<file path="config.mk">
export PLATFORM = sky130hd
export DESIGN_NAME = inst_fetch_unit
export DESIGN_NICKNAME = d
export VERILOG_FILES = /design/src/rtl/rv_fetch_pkg.sv /design/src/rtl/inst_byte_assembler.sv /design/src/rtl/inst_fetch_unit.sv
export SDC_FILE = /design/constraint.sdc
export NUM_CORES = 1
export LEC_CHECK = 0
export BUFFER_PORTS_ARGS = -buffer_cell sky130_fd_sc_hd__buf_2
export CORE_MARGIN = 2
export CORE_UTILIZATION = 58
export DETAILED_ROUTE_END_ITERATION = 16
export PLACE_DENSITY = 0.91
export RECOVER_POWER = 50
export SYNTH_ARGS = -nofsm -noshare
export SYNTH_HDL_FRONTEND = slang
export SYNTH_SLANG_ARGS = --single-unit
</file>
<file path="constraint.sdc">
create_clock -name clk -period 13.4 [get_ports clk]
set_input_delay 3.35 -clock clk [delete_from_list [all_inputs] [get_ports clk]]
set_output_delay 3.35 -clock clk [all_outputs]
set_load 0.02 [all_outputs]
</file>
<file path="src/rtl/rv_fetch_pkg.sv">
// Shared types and constants for the instruction fetch slice.
package rv_fetch_pkg;

   localparam int unsigned INST_BYTES = 4;
   localparam int unsigned XLEN       = 32;

   typedef enum logic {
      FETCH = 1'b0,
      HOLD  = 1'b1
   } fetch_state_e;

endpackage

</file>
<file path="src/rtl/inst_byte_assembler.sv">
// Collects four memory bytes little-endian; byte 3 bypasses the register
// so the full word is available on the same edge that completes it.
module inst_byte_assembler
   import rv_fetch_pkg::*;
(
   input  logic            clk,
   input  logic            rst,
   input  logic            i_clear,
   input  logic            i_capture,
   input  logic [7:0]      i_byte,
   output logic [1:0]      o_idx,
   output logic [XLEN-1:0] o_word,
   output logic            o_done
);

   logic [1:0]  r_idx;
   logic [23:0] r_partial;

   always_ff @(posedge clk or posedge rst) begin
      if (rst) begin
         r_idx     <= '0;
         r_partial <= '0;
      end else if (i_clear) begin
         r_idx     <= '0;
         r_partial <= '0;
      end else if (i_capture) begin
         case (r_idx)
            2'd0:    r_partial[7:0]   <= i_byte;
            2'd1:    r_partial[15:8]  <= i_byte;
            2'd2:    r_partial[23:16] <= i_byte;
            default: r_partial        <= r_partial;
         endcase
         r_idx <= r_idx + 2'd1;
      end
   end

   assign o_idx  = r_idx;
   assign o_word = {i_byte, r_partial};
   assign o_done = i_capture && !i_clear && (r_idx == 2'd3);

endmodule

</file>
<file path="src/rtl/inst_fetch_unit.sv">
// Byte-serial instruction fetch: owns the PC, sequences memory reads and
// hands assembled words to decode over a valid/ready handshake.
module inst_fetch_unit
   import rv_fetch_pkg::*;
#(
   parameter logic [31:0]     RESET_PC  = 32'h0000_0000,
   parameter longint unsigned MEM_BYTES = 32
) (
   input  logic        clk,
   input  logic        reset,
   input  logic        fetch_en,
   output logic [31:0] mem_addr,
   input  logic [7:0]  mem_byte,
   input  logic        redirect_valid,
   input  logic [31:0] redirect_pc,
   output logic        inst_valid,
   input  logic        inst_ready,
   output logic [31:0] inst_data,
   output logic [31:0] inst_pc,
   output logic        misalign_err
);

   fetch_state_e r_state;
   logic [31:0]  r_pc;
   logic [31:0]  r_inst_data;
   logic [31:0]  r_inst_pc;
   logic         r_inst_valid;
   logic         r_misalign;

   logic         w_capture;
   logic         w_done;
   logic [1:0]   w_idx;
   logic [31:0]  w_word;
   logic [32:0]  w_pc_plus4;
   logic [31:0]  w_pc_next;

   // fetch_en only gates the start of an instruction; once byte 0 is in, it runs to completion
   assign w_capture  = (r_state == FETCH) && !redirect_valid &&
                       ((w_idx != 2'd0) || fetch_en);
   assign w_pc_plus4 = {1'b0, r_pc} + 33'(INST_BYTES);
   assign w_pc_next  = (w_pc_plus4 == 33'(MEM_BYTES)) ? '0 : w_pc_plus4[31:0];
   assign mem_addr   = r_pc + {30'd0, w_idx};

   inst_byte_assembler u_asm (
      .clk       (clk),
      .rst       (reset),
      .i_clear   (redirect_valid),
      .i_capture (w_capture),
      .i_byte    (mem_byte),
      .o_idx     (w_idx),
      .o_word    (w_word),
      .o_done    (w_done)
   );

   always_ff @(posedge clk or posedge reset) begin
      if (reset) begin
         r_state      <= FETCH;
         r_pc         <= RESET_PC;
         r_inst_valid <= 1'b0;
         r_inst_data  <= '0;
         r_inst_pc    <= '0;
         r_misalign   <= 1'b0;
      end else begin
         if (redirect_valid && (redirect_pc[1:0] != 2'b00))
            r_misalign <= 1'b1;

         // A redirect seen in HOLD with inst_ready high still completes that transfer
         if (redirect_valid) begin
            r_pc         <= {redirect_pc[31:2], 2'b00};
            r_inst_valid <= 1'b0;
            r_state      <= FETCH;
         end else begin
            case (r_state)
               FETCH: begin
                  if (w_done) begin
                     r_inst_data  <= w_word;
                     r_inst_pc    <= r_pc;
                     r_inst_valid <= 1'b1;
                     r_state      <= HOLD;
                  end
               end
               HOLD: begin
                  if (inst_ready) begin
                     r_inst_valid <= 1'b0;
                     r_pc         <= w_pc_next;
                     r_state      <= FETCH;
                  end
               end
               default: r_state <= FETCH;
            endcase
         end
      end
   end

   assign inst_valid   = r_inst_valid;
   assign inst_data    = r_inst_data;
   assign inst_pc      = r_inst_pc;
   assign misalign_err = r_misalign;

endmodule

</file>
; Yosys cells after proc, flatten, opt, wreduce, memory -nomap -nowiden
; Cells that the tools add are included.
[word_totals]
register_bits = 125
inputBits = 45
out_inout_bits = 98
elab_cells = 62
[op_classes]
n_addsub = 3
n_eq_ne = 6
muxes = 19
bitwise_logic = 2
n_reduce_logical = 22
[op_table]
columns = cell, count
row1 = $mux 32, 4
row2 = $mux 24, 2
row3 = $add 32x3->33 const B, 1
row4 = $eq 33x6->1 const B, 1
row5 = $add 32x2->32, 1
row6 = $mux 8, 3
row7 = $reduce_bool 2->1, 8
row8 = $reduce_and 2->1, 5
row9 = $mux 1, 6
row10 = $logic_and 1x1->1, 5
row11 = $eq 2x2->1 const B, 2
row12 = $mux 2, 2
row13 = $pmux 1 s2, 2
row14 = $ne 3x2->1 const B, 1
row15 = $ne 3x3->1 const B, 1
row16 = $reduce_and 3->1, 1
row17 = $add 2x1->2 const B, 1
row18 = $eq 2x1->1 const B, 1
row19 = $logic_not 2->1, 1
row20 = $not 1->1, 2
row21 = $logic_not 1->1, 1
row22 = $logic_or 1x1->1, 1

; Longest topological paths before layout
; Gate-level depths: netlist of the first run.
[depth]
ltp_word = 8
ltp_mapped = 10
ltp_nobuf = 8

; Cells and area by module
; A second synthesis of the first run with hierarchy kept.
[unflattened]
hier_cells = 579
hier_area_um2 = 6125.9
[modules_own_cells]
columns = module, n_inst, cells_each, area_each_um2
row1 = inst_fetch_unit, 1, 466, 4799.6
row2 = inst_byte_assembler, 1, 113, 1326.3

; Worst setup path before layout of the first run
; Ideal clock, no wire load.
[synth_path]
path_kind = input to register
from = in redirect_valid
to = reg r_inst_data[24], in the netlist inst_data[24]
setup_time_ps = 125
t_arrival_ps = 5196
required_time_ps = 13275
setup_slack_ps = 8080
path_stages = 6
n_path_buf = 3
path_cell_list = clkbuf_8 a211oi_1 and2_0 clkbuf_1 buf_2 mux2_2
[synth_between]
elab_chain_len = 6
elab_cells_between_ends = 7
classes_between = bitwise (1) / reduce/logical (6)
[synth_rtl]
columns = element, line_no
row1 = start: declaration, inst_fetch_unit.sv:14  ; input logic redirect_valid,
row2 = $logic_not 1->1, "inst_byte_assembler.sv:39, inst_fetch_unit.sv:38"
row3 = $logic_and 1x1->1 (2 in a row), inst_fetch_unit.sv:38  ; assign w_capture = (r_state == FETCH) && !redirect_valid &&
row4 = $logic_and 1x1->1 (2 in a row), inst_byte_assembler.sv:39  ; assign o_done = i_capture && !i_clear && (r_idx == 2'd3);
row5 = $reduce_and 3->1 (no line) (*), n/a
row6 = end signal: assignment, inst_fetch_unit.sv:76  ; r_inst_data <= w_word;
row7 = end: declaration, inst_fetch_unit.sv:25  ; logic [31:0] r_inst_data;
; Mark *: on every way between the ends. The rest lies on a longest branch, timed or not.
; A chain may end at the register's enable or synchronous reset.

==> flow_summary.yaml, run 1 <==
power_and_ir_drop:
  p_int_mw: 0.884
  power.share.switching: 0.353
  vdd_drop_max_uv: 136
  seq_power_share: 0.392
  p_comb_frac: 0.270
  power.density_nw_per_um2: 194
  switchingPower_mw: 0.482
  pwr-share-clk: 0.338
  leakage_nw: 3.10
die:
  io_pins: 143
  die_h_um: 106
  chipWidth_um: 106
  start_util: 0.593
  dieArea_um2: 11300
  placement_rows: 37
  coreArea_um2: 10200
worst_setup_path:
  crit_start: "reset"
  required_ps: 13210
  end_kind: "asynchronous set/reset pin"
  critical_path_arrival_ps: 7490
  reg2reg_from: "u_asm.o_idx[0]"
  cp_max_fo: 70
  worst_path_largest_cell_delay_ps: 2630
  cpMaxStageDelayCell: "clkbuf_1"
  worstSetupStartpointType: "primary input"
  cp_cell_sequence: "buf_2 -> clkinvlp_2 -> clkbuf_1"
  critical_path_class: "primary input to asynchronous set/reset pin"
timing:
  hold_violations: 0
  worst_pin_slew_ps: 3620
  finalSetupViolCount: 0
  slew_headroom: -1.41
  slew_violations: 206
  timing.final.crit_share: 0.573
  clock_skew_ps: 9.01
  fmax_mhz: 130
  finalSetupTns_ps: 0
  rsz0062_at_grt: "no"
  min_period_ps: 7680
  hold-worst-slack_ps: 490
place:
  dp_hpwl_mm: 9.75
  io_buffers: 140
  dp.cells: 790
  gp_congestion: 0.924
  placed_cell_area_um2: 6530
global_route:
  grt_first_pass_wirelength_mm: 24.0
  track_usage: 0.274
  antenna_found_initial: 0
  grt_max_degree: 82
  grt_pass1_vias: 4809
  grt.overflow.total: 0
detailed_routing:
  first_pass_iters: 7
  vias_per_cell: 5.86
  ant_nets: 0
  drc_errors: 0
  routed_wl_mm: 14.7
  drt-wirelength-per-cell_um: 17.9
  vias: 4814
  drtIter0Drc: 291
layout:
  fin_nets: 723
  diodes: 0
  fill_cells: 772
  area_delta_synth_final_pct: 16.1
  design_area_um2: 7040
  layout-drive-gt1-share: 0.276
  instances_no_fill: 822
  final_util: 0.688
logic_synthesis:
  synth.yosys.warnings: 0
  synth.distinct_cells: 58
  synthCells: 589
  yosys.area.top_type: "dfrtp_1"
  ys_seq_elements: 121
  post-synth-top-count-cell: "dfrtp_1"
  synth_top_area_frac: 0.499
  synth_edf_count: 0
  synth.area.top_cells: "dfrtp_1 50%, mux2_2 12%, nand2_1 5.9%"
  synth-async-reset-ratio: 1.00
  synthFlopType: "dfrtp_1"
  syn_area_um2: 6060
  ys_seq_area_frac: 0.499
  syn_area_per_cell_um2: 10.3
  ys_top_cells_by_count: "121 x dfrtp_1, 95 x nand2_1, 65 x mux2_2, 51 x clkbuf_1, 30 x o21ai_0"
outcome:
  status: "finished, violations left"
  violations: "max-capacitance violations, max-slew violations"
worst_hold_path:
  hp-start: "misalign_err"
  hold_class: "register to register"
cts:
  clkTransAtPathRegs_ps: 60
  hold_buffers: 0
  clk-insertion-delay-late_ps: 530
  post_cts_buffers: 0
  cts_sinks: 121
  cts_root_buf: "clkbuf_8"
  cts.path.max_buffers: 2
  cts.repair.resized: 0
  h-tree-depth: 4
  cts_tree: "built"
  numCtsBuffers: 17
flow_run:
  cap_violations: 3
## worst paths after layout
path	endpoint	slack [ps]	depth (start not counted)
max	r_pc[7]	5720	3
min	misalign_err	490	1
max reg2reg	inst_data[12]	10030	6
min reg2reg	misalign_err	490	1
max in group clk	inst_data[12]	6130	6
min in group asynchronous	misalign_err	3450	2
## power groups by stage
stage / sequential, mW / clock [mW] / combinational, mW
2_1_floorplan: 0.609 / 0 / 0.187
5_1_grt: 0.547 / 0.483 / 0.399
6_report: 0.535 / 0.462 / 0.369
4_1_cts: 0.531 / 0.464 / 0.392
3_3_place_gp: 0.528 / 0 / 0.373
3_5_place_dp: 0.535 / 0 / 0.388
## cells in the final DEF, fill, tap and decap left out, drive strengths merged, types with 9 or more instances in the layout
cell type  count
xor2          17
nand3         15
mux2          65
and2           9
clkbuf        84
nor3          10
buf           77
nor2          16
nand2         95
a21oi         26
dfrtp        121
nand4         18
xnor2         17
o21ai         31
## flip-flops by register name (all words and copies together), names as in the netlist
register and cells:
misalign_err 1, r_pc 30, inst_data 32, u_asm.r_partial 24
r_state 1, inst_pc 30, inst_valid 1, u_asm.o_idx 2
## critical path, delay by kind of cell
kind	cells	cell delay [ps]
buf+inv	3	4040
## routing by layer
metal / global-route usage / wire (um) / up-vias
li1: - / - / 2170
met1: 0.345 / 5700 / 2332
met2: 0.459 / 7500 / 267
met3: 0.0748 / 1180 / 45
met4: 0.0912 / 318 / 0
met5: 0 / 0 / -
## logic make-up after synthesis
kind of cell / synth area share
simple gates: 0.152
flops: 0.499
buf+inv: 0.0780
compound gates: 0.0850
mux: 0.126
xor+xnor: 0.0491
fa+ha+maj: 0.0103
other cells: 0.000618
## per-stage QoR
step	setup slack (ps)	power, mW
6_report	5720	1.37
5_1_grt	4760	1.43
4_1_cts	7450	1.39
3_5_place_dp	6900	0.923
3_3_place_gp	7140	0.901
2_1_floorplan	6840	0.796
## cell type report
type | count | area (um^2) | share of cell area
clock buffer | 18 | 428 | 0.0608
tap | 136 | 170 | 0.0242
multi-input combinational | 381 | 2570 | 0.365
clock inverter | 14 | 174 | 0.0247
inverter | 9 | 35.0 | 0.00498
sequential | 121 | 3030 | 0.430
timing repair buffer | 143 | 636 | 0.0903
Power figures use the tool's default switching activity.
==> inputs of run 2 (changes only) <==
Settings changed: ABC_AREA set to 1, CORE_UTILIZATION 58 to 54, PLACE_DENSITY 0.91 to 0.86.
Clock period 13.4 ns to 7.8 ns, I/O delays scaled along.
==> flow_summary.yaml, run 2 <==
detailed_routing:
  routed_wl_mm: 16.2
  first_pass_iters: 5
  vias_per_cell: 5.41
  vias: 5624
  drt-wirelength-per-cell_um: 15.6
  drtIter0Drc: 565
  ant_nets: 0
  drc_errors: 0
die:
  chipWidth_um: 110
  dieArea_um2: 12000
  io_pins: 143
  die_h_um: 110
  coreArea_um2: 10900
  placement_rows: 38
  start_util: 0.554
place:
  dp_hpwl_mm: 10.7
  io_buffers: 140
  gp_congestion: 0.939
logic_synthesis:
  syn_area_per_cell_um2: 7.68
  ys_seq_area_frac: 0.502
  synth_top_area_frac: 0.502
  ys_top_cells_by_count: "256 x nand2_1, 121 x dfrtp_1, 78 x o21ai_0, 70 x nor2_1, 62 x inv_1"
  synth-async-reset-ratio: 1.00
  ys_seq_elements: 121
  synthCells: 785
  synth_edf_count: 0
  synth.yosys.warnings: 0
  syn_area_um2: 6030
  synthFlopType: "dfrtp_1"
  yosys.area.top_type: "dfrtp_1"
  synth.distinct_cells: 34
  post-synth-top-count-cell: "nand2_1"
  synth.area.top_cells: "dfrtp_1 50%, nand2_1 16%, o21ai_0 6.5%"
timing:
  fmax_mhz: 179
  hold_violations: 0
  finalSetupViolCount: 0
  hold-worst-slack_ps: 478
  slew_headroom: -0.596
  rsz0062_at_grt: "no"
  clock_skew_ps: 6.48
  min_period_ps: 5590
  worst_pin_slew_ps: 2390
  finalSetupTns_ps: 0
  timing.final.crit_share: 0.717
  slew_violations: 177
layout:
  layout_common_cells: "255 x nand2_1, 121 x dfrtp_1, 78 x o21ai_0, 73 x buf_2, 70 x nor2_1"
  area_delta_synth_final_pct: 19.4
  final_common_cell: "nand2_1"
  fin_nets: 937
  layout-drive-gt1-share: 0.160
  diodes: 0
  largest_reg_flops: 32
power_and_ir_drop:
  leakage_nw: 3.63
  power.density_nw_per_um2: 352
  vdd_drop_max_uv: 187
worst_setup_path:
  crit_start: "redirect_valid"
  end_kind: "register"
  rr_endpoint: "r_pc[3]"
  rrSetupSlack_ps: 5550
  worstSetupStartpointType: "primary input"
  critical_path_arrival_ps: 5960
  cp_max_fo: 52
  reg2reg_from: "r_pc[2]"
  critical_path_class: "primary input to register"
  reg2reg_depth: 12
  required_ps: 8160
  crit_end: "r_pc[4]"
flow_run:
  cap_violations: 3
global_route:
  grt.overflow.total: 0
  grt_pass1_vias: 5247
  antenna_found_initial: 0
  track_usage: 0.280
  grt_max_degree: 109
  grt_first_pass_wirelength_mm: 25.7
cts:
  hold_buffers: 0
  cts.path.max_buffers: 2
  cts_sinks: 121
  numCtsBuffers: 17
  cts.repair.resized: 0
  cts_tree: "built"
  post_cts_buffers: 0
  cts_root_buf: "clkbuf_8"
  h-tree-depth: 4
  clk-insertion-delay-late_ps: 520
  clkTransAtPathRegs_ps: 60
worst_hold_path:
  hold_class: "register to register"
  hp-start: "inst_pc[30]"
outcome:
  status: "finished, violations left"
  violations: "max-capacitance violations, max-slew violations"
-- run 2: how the worst min path moves through the flow --
stage                        end  slack, ps  cells after the start
floorplan           inst_data[0]        440                      2
CTS                 inst_data[0]        480                      2
finish               inst_pc[30]        480                      2
global route         inst_pc[25]        500                      2
global placement    inst_data[1]        450                      2
detailed placement  misalign_err        460                      1
-- run 2: critical path, stage by stage --
cell	delay (ps)
clkbuf_1	1660
inv_2	700
a21oi_2	290
buf_4	280
inv_1	550
a211oi_1	410
a21oi_1	70
-- run 2: layer usage --
metal	GRT usage	vias up	part of all wire
met3	0.0593	26	0.077
met4	0.0877	0	0.019
li1	-	2666	-
met2	0.463	263	0.48
met5	0	-	0
met1	0.371	2669	0.43
-- run 2: cell type report --
type	count	area, um^2
Multi-Input combinational cell	537	2520
Clock inverter	15	173
Inverter	67	253
Fill cell	914	3690
Sequential cell	121	3030
Clock buffer	17	414
Timing Repair Buffer	143	637
Tap cell	140	175
-- run 2: stage by stage --
| step | instance area (um^2) | power (mW) | util | setup WS, ps | std cells |
|---|---|---|---|---|---|
| floorplan | 6030 | 1.50 | - | 2640 | 786 |
| global placement | 6700 | 1.75 | 0.616 | 3150 | 1008 |
| detailed placement | 6700 | 1.78 | 0.616 | 3050 | 1008 |
| CTS | 7290 | 2.57 | 0.670 | 3580 | 1040 |
| global route | 7200 | 2.68 | 0.661 | 1990 | 1040 |
| finish | 7200 | 2.54 | 0.661 | 2210 | 1040 |
-- run 2: kinds of logic after synthesis --
logic type / after synthesis / synth area share
simple gates: 385 / 0.270
compound gates: 138 / 0.123
buf+inv: 128 / 0.0820
flops: 121 / 0.502
fa+ha+maj: 5 / 0.0104
mux: 4 / 0.00747
xor+xnor: 3 / 0.00436
other cells: 1 / 0.000622
-- run 2: power by group --
group | total, mW | switching [mW] | internal, mW
registers | 0.962 | 0.153 | 0.810
clock network | 0.785 | 0.342 | 0.443
logic | 0.789 | 0.560 | 0.229
total | 2.54 | 1.05 | 1.48
